### config.mk
export PLATFORM = sky130hd
export DESIGN_NAME = nibble_serial_adder_ctrl
export DESIGN_NICKNAME = d
export VERILOG_FILES = /design/src/rtl/nibble_pkg.sv /design/src/rtl/nibble_add_slice.sv /design/src/rtl/nibble_full_adder.sv /design/src/rtl/nibble_serial_adder_ctrl.sv
export SDC_FILE = /design/constraint.sdc
export NUM_CORES = 1
export LEC_CHECK = 0
export BUFFER_PORTS_ARGS = -buffer_cell sky130_fd_sc_hd__buf_2
export CAP_MARGIN = 30
export CELL_PAD_IN_SITES_DETAIL_PLACEMENT = 0
export CELL_PAD_IN_SITES_GLOBAL_PLACEMENT = 1
export CORE_MARGIN = 5
export CORE_UTILIZATION = 37
export DETAILED_ROUTE_END_ITERATION = 7
export GPL_ROUTABILITY_DRIVEN = 0
export PLACE_DENSITY = 0.86
export SYNTH_ARGS = -nofsm -noshare
export SYNTH_HDL_FRONTEND = slang
export SYNTH_SLANG_ARGS = --single-unit
### constraint.sdc
create_clock -name clk -period 1.9 [get_ports clk]
set_input_delay 0.38 -clock clk [delete_from_list [all_inputs] [get_ports clk]]
set_output_delay 0.38 -clock clk [all_outputs]
set_load 0.05 [all_outputs]
### src/rtl/nibble_pkg.sv
// Shared definitions for the nibble-serial adder controller.
//   NIB_W  : width of the arithmetic slice (one nibble)
//   S_*    : controller state encoding; 2'd3 is unused and recovers to IDLE
package nibble_pkg;

  localparam int NIB_W = 4;

  localparam logic [1:0] S_IDLE = 2'd0;
  localparam logic [1:0] S_RUN  = 2'd1;
  localparam logic [1:0] S_DONE = 2'd2;

endpackage

### src/rtl/nibble_add_slice.sv
// 4-bit ripple adder slice built from full-adder cells.
//   i_a, i_b : nibble operands
//   i_cin    : carry in (from the controller's carry register)
//   o_s      : nibble sum
//   o_cout   : carry out of bit 3
//   o_c3     : carry into bit 3, used for two's-complement overflow
module nibble_add_slice
  import nibble_pkg::*;
(
  input  logic [NIB_W-1:0] i_a,
  input  logic [NIB_W-1:0] i_b,
  input  logic             i_cin,
  output logic [NIB_W-1:0] o_s,
  output logic             o_cout,
  output logic             o_c3
);

  logic [NIB_W:0] w_c;

  assign w_c[0] = i_cin;

  for (genvar i = 0; i < NIB_W; i++) begin : g_fa
    nibble_full_adder u_fa (
      .i_a    (i_a[i]),
      .i_b    (i_b[i]),
      .i_cin  (w_c[i]),
      .o_s    (o_s[i]),
      .o_cout (w_c[i+1])
    );
  end

  assign o_cout = w_c[NIB_W];
  assign o_c3   = w_c[NIB_W-1];

endmodule

### src/rtl/nibble_full_adder.sv
// Single-bit full adder cell, the building block of the nibble slice.
//   i_a, i_b, i_cin : addend bits and carry in
//   o_s, o_cout     : sum bit and carry out
module nibble_full_adder (
  input  logic i_a,
  input  logic i_b,
  input  logic i_cin,
  output logic o_s,
  output logic o_cout
);

  assign o_s    = i_a ^ i_b ^ i_cin;
  assign o_cout = (i_a & i_b) | (i_cin & (i_a ^ i_b));

endmodule

### src/rtl/nibble_serial_adder_ctrl.sv
// WIDTH-bit add/subtract performed one nibble per cycle through a single
// 4-bit slice, with the inter-nibble carry held in a register.
//   clk, rst             : clock, asynchronous active-high reset
//   in_valid/in_ready    : operand handshake (in_a, in_b, in_sub)
//   out_valid/out_ready  : result handshake (out_sum, out_cout, out_ovf)
//   o_dbg_state          : current controller state, for observation only
//
// Handshake: a transfer happens on a rising edge where valid and ready are
// both 1. in_ready is 1 only in IDLE, out_valid is 1 only in DONE, so the two
// are never high together and a result is never taken in the same cycle as a
// new operand. Outputs are held stable for as long as out_valid is 1.
module nibble_serial_adder_ctrl
  import nibble_pkg::*;
#(
  parameter int WIDTH = 16
) (
  input  logic             clk,
  input  logic             rst,
  input  logic             in_valid,
  output logic             in_ready,
  input  logic [WIDTH-1:0] in_a,
  input  logic [WIDTH-1:0] in_b,
  input  logic             in_sub,
  output logic             out_valid,
  input  logic             out_ready,
  output logic [WIDTH-1:0] out_sum,
  output logic             out_cout,
  output logic             out_ovf,
  output logic [1:0]       o_dbg_state
);

  localparam int N     = WIDTH / NIB_W;
  localparam int CNT_W = (N > 1) ? $clog2(N) : 1;
  localparam logic [CNT_W-1:0] LAST_NIB = CNT_W'(N - 1);

  if ((WIDTH % NIB_W) != 0 || WIDTH < 8) begin : g_bad_width
    $error("nibble_serial_adder_ctrl: WIDTH must be a multiple of 4 and >= 8");
  end

  logic [1:0]       r_state;
  logic [CNT_W-1:0] r_cnt;
  logic             r_carry;
  logic [WIDTH-1:0] r_op_a;
  logic [WIDTH-1:0] r_op_b;
  logic [WIDTH-1:0] r_sum;
  logic             r_cout;
  logic             r_ovf;

  logic [NIB_W-1:0] w_s;
  logic             w_cout;
  logic             w_c3;

  // The slice always sees the lowest nibble of the shifting operands.
  nibble_add_slice u_slice (
    .i_a    (r_op_a[NIB_W-1:0]),
    .i_b    (r_op_b[NIB_W-1:0]),
    .i_cin  (r_carry),
    .o_s    (w_s),
    .o_cout (w_cout),
    .o_c3   (w_c3)
  );

  always_ff @(posedge clk or posedge rst) begin
    if (rst) begin
      r_state <= S_IDLE;
      r_cnt   <= '0;
      r_carry <= 1'b0;
      r_op_a  <= '0;
      r_op_b  <= '0;
      r_sum   <= '0;
      r_cout  <= 1'b0;
      r_ovf   <= 1'b0;
    end else begin
      case (r_state)
        S_IDLE: begin
          if (in_valid) begin
            r_op_a  <= in_a;
            // Subtraction is A + ~B + 1: invert B here, the +1 is the carry-in.
            r_op_b  <= in_sub ? ~in_b : in_b;
            r_carry <= in_sub;
            r_cnt   <= '0;
            r_state <= S_RUN;
          end
        end
        S_RUN: begin
          r_op_a  <= r_op_a >> NIB_W;
          r_op_b  <= r_op_b >> NIB_W;
          // Nibbles enter at the top so after N steps nibble 0 sits at the bottom.
          r_sum   <= {w_s, r_sum[WIDTH-1:NIB_W]};
          r_carry <= w_cout;
          r_cnt   <= r_cnt + 1'b1;
          if (r_cnt == LAST_NIB) begin
            r_cout  <= w_cout;
            r_ovf   <= w_c3 ^ w_cout;
            r_cnt   <= '0;
            r_state <= S_DONE;
          end
        end
        S_DONE: begin
          if (out_ready) begin
            r_state <= S_IDLE;
          end
        end
        default: r_state <= S_IDLE;
      endcase
    end
  end

  assign in_ready    = (r_state == S_IDLE);
  assign out_valid   = (r_state == S_DONE);
  assign out_sum     = r_sum;
  assign out_cout    = r_cout;
  assign out_ovf     = r_ovf;
  assign o_dbg_state = r_state;

endmodule
==> Word level (Yosys, flattened, before mapping) <==
Index checks and enable logic that the tools add are counted.
{ "op_classes": {"addsub": 1, "n_mux": 14, "reduce_logical": 5, "n_eq_ne": 6, "bitwise": 22} }
{ "ops": {"columns": ["op", "n"], "rows": [
  ["16-bit one-hot mux with 2 select lines", 2],
  ["16-bit 2-to-1 mux", 3],
  ["16-bit NOT", 1],
  ["2-bit 2-to-1 mux", 5],
  ["1-bit bitwise XOR", 9],
  ["1-bit AND", 8],
  ["2-bit one-hot mux with 3 select lines", 1],
  ["2-bit equality test, second input constant", 2],
  ["2-bit inequality test, second input constant", 2],
  ["1-bit OR", 4],
  ["2-bit one-hot mux with 2 select lines", 1],
  ["2-bit AND reduction", 2],
  ["3-bit AND reduction", 1],
  ["2-bit by 1-bit adder with 2-bit output, second input constant", 1],
  ["2-bit by 1-bit equality test with 1-bit output, second input constant", 1],
  ["2-bit logical NOT", 1],
  ["2-bit by 1-bit inequality test with 1-bit output, second input constant", 1],
  ["1-bit one-hot mux with 2 select lines", 1],
  ["2-bit nonzero test", 1],
  ["1-bit 2-to-1 mux", 1]
]} }
{ "word_totals": {"output_inout_bits": 22, "in_bits": 37, "ff_bits": 55} }

==> Longest topological paths before layout <==
{ "logic_depth": {"word_depth": 10, "ltp_mapped": 9, "ltp_nobuf": 9} }

==> Modules after synthesis <==
A second synthesis with hierarchy kept.
{ "hier_totals": {"hier_cells": 228, "area_unflattened_um2": 2673.8} }
{ "by_module_without_submodules": {"columns": ["mod", "area_per_inst_um2", "instances", "seq_area_each_um2", "cells_per_inst"], "rows": [
  ["nibble_serial_adder_ctrl", 2593.7, 1, 1376.3, 224],
  ["nibble_full_adder", 20.0, 4, 0.0, 1]
]} }

==> Worst setup path after synthesis <==
Ideal clock, no wire load.
{ "synth_path": {"kind": "flip-flop to flip-flop", "from": "register r_carry", "to": "register r_sum[15] (netlist: out_sum[15])", "slack_ps": -197, "path_stages_with_launch": 9, "t_arrival_ps": 2014, "period_less_slack_ps": 2097, "cell_sequence": "dfrtp_1 > inv_1 > fa_1 > inv_1 > fa_1 > fa_1 > inv_1 > fa_1 > o21ai_0"} }
{ "synth_between": {"elab_chain_cells": 7} }
{ "synth_rtl": {"columns": ["element", "line", "source"], "rows": [
  ["start, declared", "nibble_serial_adder_ctrl.sv:42", "logic r_carry;"],
  ["start signal, assigned", "nibble_serial_adder_ctrl.sv:80", "r_carry <= in_sub;"],
  ["start signal, assigned", "nibble_serial_adder_ctrl.sv:90", "r_carry <= w_cout;"],
  ["1-bit AND", "nibble_full_adder.sv:13", "assign o_cout = (i_a & i_b) | (i_cin & (i_a ^ i_b));"],
  ["1-bit OR", "nibble_full_adder.sv:13", null],
  ["1-bit AND", "nibble_full_adder.sv:13", null],
  ["1-bit OR", "nibble_full_adder.sv:13", null],
  ["1-bit AND", "nibble_full_adder.sv:13", null],
  ["1-bit OR", "nibble_full_adder.sv:13", null],
  ["1-bit bitwise XOR", "nibble_full_adder.sv:12", "assign o_s = i_a ^ i_b ^ i_cin;"],
  ["end signal, assigned", "nibble_serial_adder_ctrl.sv:89", "r_sum <= {w_s, r_sum[WIDTH-1:NIB_W]};"],
  ["end, declared", "nibble_serial_adder_ctrl.sv:45", "logic [WIDTH-1:0] r_sum;"]
]} }
No other way between the ends.
A chain may end at the register's enable or synchronous reset.

==> Final worst setup path <==
Ends and elaborated chain as after synthesis.

==> flow_summary.toml <==
[status]
status = "finished with violations"
violations = "setup timing"

[floorplanning]
num_io_pins = 59
die_area_mm2 = 0.00931
start_util_pct = 38.1
die_x_um = 96.5
rows = 31
core_area_mm2 = 0.00725
die_h_um = 96.5

[route]
drc_errors = 0
routedWlPerCell_um = 14.0
vias = 2263
first_pass_iters = 4
drtAntennaViolNets = 0
drt-total-wl_um = 6300
vias_per_cell = 5.04
drt_iter0_drc = 93

[synth]
synth_area_leaders = "dfrtp_1, nand2_1, o21ai_0"
synth_ff_type = "dfrtp_1"
synth_seq_cells = 55
async_flop_share_pct = 100
synth_area_mm2 = 0.00277
synth_top_area_share_pct = 49.8
synth_top_area_cell = "dfrtp_1"
synth_common_cells = "nand2_1, dfrtp_1, o21ai_0"
ys_seq_area_share_pct = 49.8
synth_area_per_cell_um2 = 9.67
yosysWarnings = 0
synth_most_common_cell = "nand2_1"
synth_cells = 286
yosysUniqueCellTypes = 30
synth_edf_count = 0
synth_nets = 328

[cts]
cts_root_buf = "clkbuf_8"
clk_latency_ns = 0.31
cts_hold_buf = 0
numCtsBuffers = 5
cts_tree = "built"
clk_pin_slew_ns = 0.10
cts_htree_levels = 2
clock_sinks = 55
clock_path_buffers = 2

[layout]
drive_gt1_share_pct = 30.0
finalNonFillerCells = 449
n_antenna_cell = 0
fin_area_mm2 = 0.00337
area_growth_pct = 21.7
fin_nets = 391

[sta]
tightestPinTransition_ns = 0.527
post-route-min-period_ns = 2.06
setup_viol = 3
fmax_mhz = 486
finalMaxSlewViolations = 0
worst_slack_ns = -0.158
rsz0062_at_grt = "true"
hold_violations = 0
worst_slew_margin_rel_pct = 64.8
period_share_pct = 108
skew_ns = 0.00649

[place]
place_ws_ns = -0.207
dp_cells = 439
dp.final_hpwl_um = 4520
place_area_mm2 = 0.00322
port-buffer-count = 58

[critical_path]
r2r_setup_slack_ns = -0.16
cp-start-kind = "flip-flop"
required_ns = 2.14
crit_fanout = 2
critPathSlowestCell = "fa_2"
rr_worst_depth = 8
endpoint_kind = "flip-flop"
r2r-start = "r_carry"
path_cells = "inv_2 > fa_1 > inv_2 > fa_2 > fa_2 > inv_2 > fa_2 > o21ai_2"
cp.arrival_ns = 2.30
crit_path_max_incr_delay_ns = 0.42
path_class = "flip-flop to flip-flop"
reg2reg_to = "out_sum[15]"

[global_route]
grt_pass1_vias = 2207
grt_pass1_wl_um = 10500
grt_max_degree = 27
gr-total-overflow = 0
grt_usage_pct = 14.5
antenna_found_initial = 0

[min_path]
hp-class = "input port to async pin"

[power]
static-leakage-power_nw = 1.63
p_per_area_mw_per_mm2 = 1670
irDropWorstVdd_mv = 0.667

[flow_run]
drv_cap = 0
worst max-delay path by stage:
stage	endpoint	cells after the start	slack, ns	from
floorplan	out_sum[15]	8	-0.11	r_carry
global placement	out_sum[15]	8	-0.13	r_carry
detailed placement	out_sum[15]	8	-0.21	r_carry
CTS	out_sum[15]	8	-0.17	r_carry
global route	out_ovf	9	-0.27	r_carry
finish	out_sum[15]	8	-0.16	r_carry
worst max-delay path: cells and delay by family, from the launching register on:
kind,cells,cell delay (ns)
flip-flops,1,0.40
AO/OA/AOI/OAI,1,0.12
buffers and inverters,3,0.17
adder cells (fa/ha/maj),4,1.30
repair_timing:
item | 4_1_cts | 5_1_grt
resized for setup | 3 | 3
hold endpoints to repair | 0 | 0
pin swaps | 3 | 0
setup endpoints to repair | 4 | 6
setup buffers | 2 | 0
layout by cell type, fill, tap and decap left out, types with 11 or more instances in the layout:
| cell type | n |
|---|---|
| o21ai_0 | 26 |
| buf_4 | 18 |
| xnor2_1 | 11 |
| a21oi_1 | 15 |
| nand2_1 | 63 |
| dfrtp_1 | 54 |
| inv_1 | 11 |
| buf_2 | 58 |
| a22oi_1 | 12 |
| nor2b_1 | 11 |
where the power goes:
group / switching [mW] / leakage [nW] / internal, mW / total, mW
logic: 1.81 / 0.849 / 1.00 / 2.82
clock network: 0.391 / 0.0612 / 0.427 / 0.819
registers: 0.348 / 0.715 / 1.65 / 2.00
total: 2.55 / 1.63 / 3.08 / 5.63
area by class of cell:
type                    count  area (um^2)
fillers                   717         3890
flip-flops and latches     55         1380
multi-input cells         193         1220
repair buffers             78          465
well taps                  99          124
clock buffers               6         82.6
inverters                  16         60.1
clock inverters             2         35.0
layer usage:
metal	GRT usage [%]	part of all wire, %	up-vias
li1	-	-	1095
met1	20.0	47	1099
met2	22.8	46	63
met3	3.56	5.6	6
met4	3.86	1.0	0
met5	0	0	-
sequential cells by signal, summed over array words and instances, names as in the netlist:
signal and cells:
r_cnt 2, out_cout 1, out_sum 16, o_dbg_state 2, r_op_b 16, r_op_a 16
out_ovf 1, r_carry 1
logic make-up (layout without fill, tap and decap cells):
kind of cell	count (synthesis)	after routing	share of synthesized area (%)
xor gates and xnor gates	17	17	5.38
AOI/OAI and AO/OA	82	82	19.9
adders and majority gates	5	5	3.35
DFF	55	55	49.8
muxes	1	1	0.362
buffers and inverters	38	102	6.74
and+or+nand+nor	88	88	14.5
metrics by stage:
| step | power [mW] | util (%) | hold WS, ns | TNS [ns] |
|---|---|---|---|---|
| after floorplan | 4.06 | - | 0.450 | -0.210 |
| after global placement | 4.75 | 44.5 | 0.425 | -0.346 |
| after detailed placement | 4.82 | 44.5 | 0.430 | -0.549 |
| after CTS | 5.67 | 46.3 | 0.0859 | -0.448 |
| after global routing | 6.04 | 46.4 | 0.110 | -0.866 |
| final | 5.63 | 46.4 | 0.0792 | -0.431 |
No activity file was read; power rests on OpenSTA's default activity.
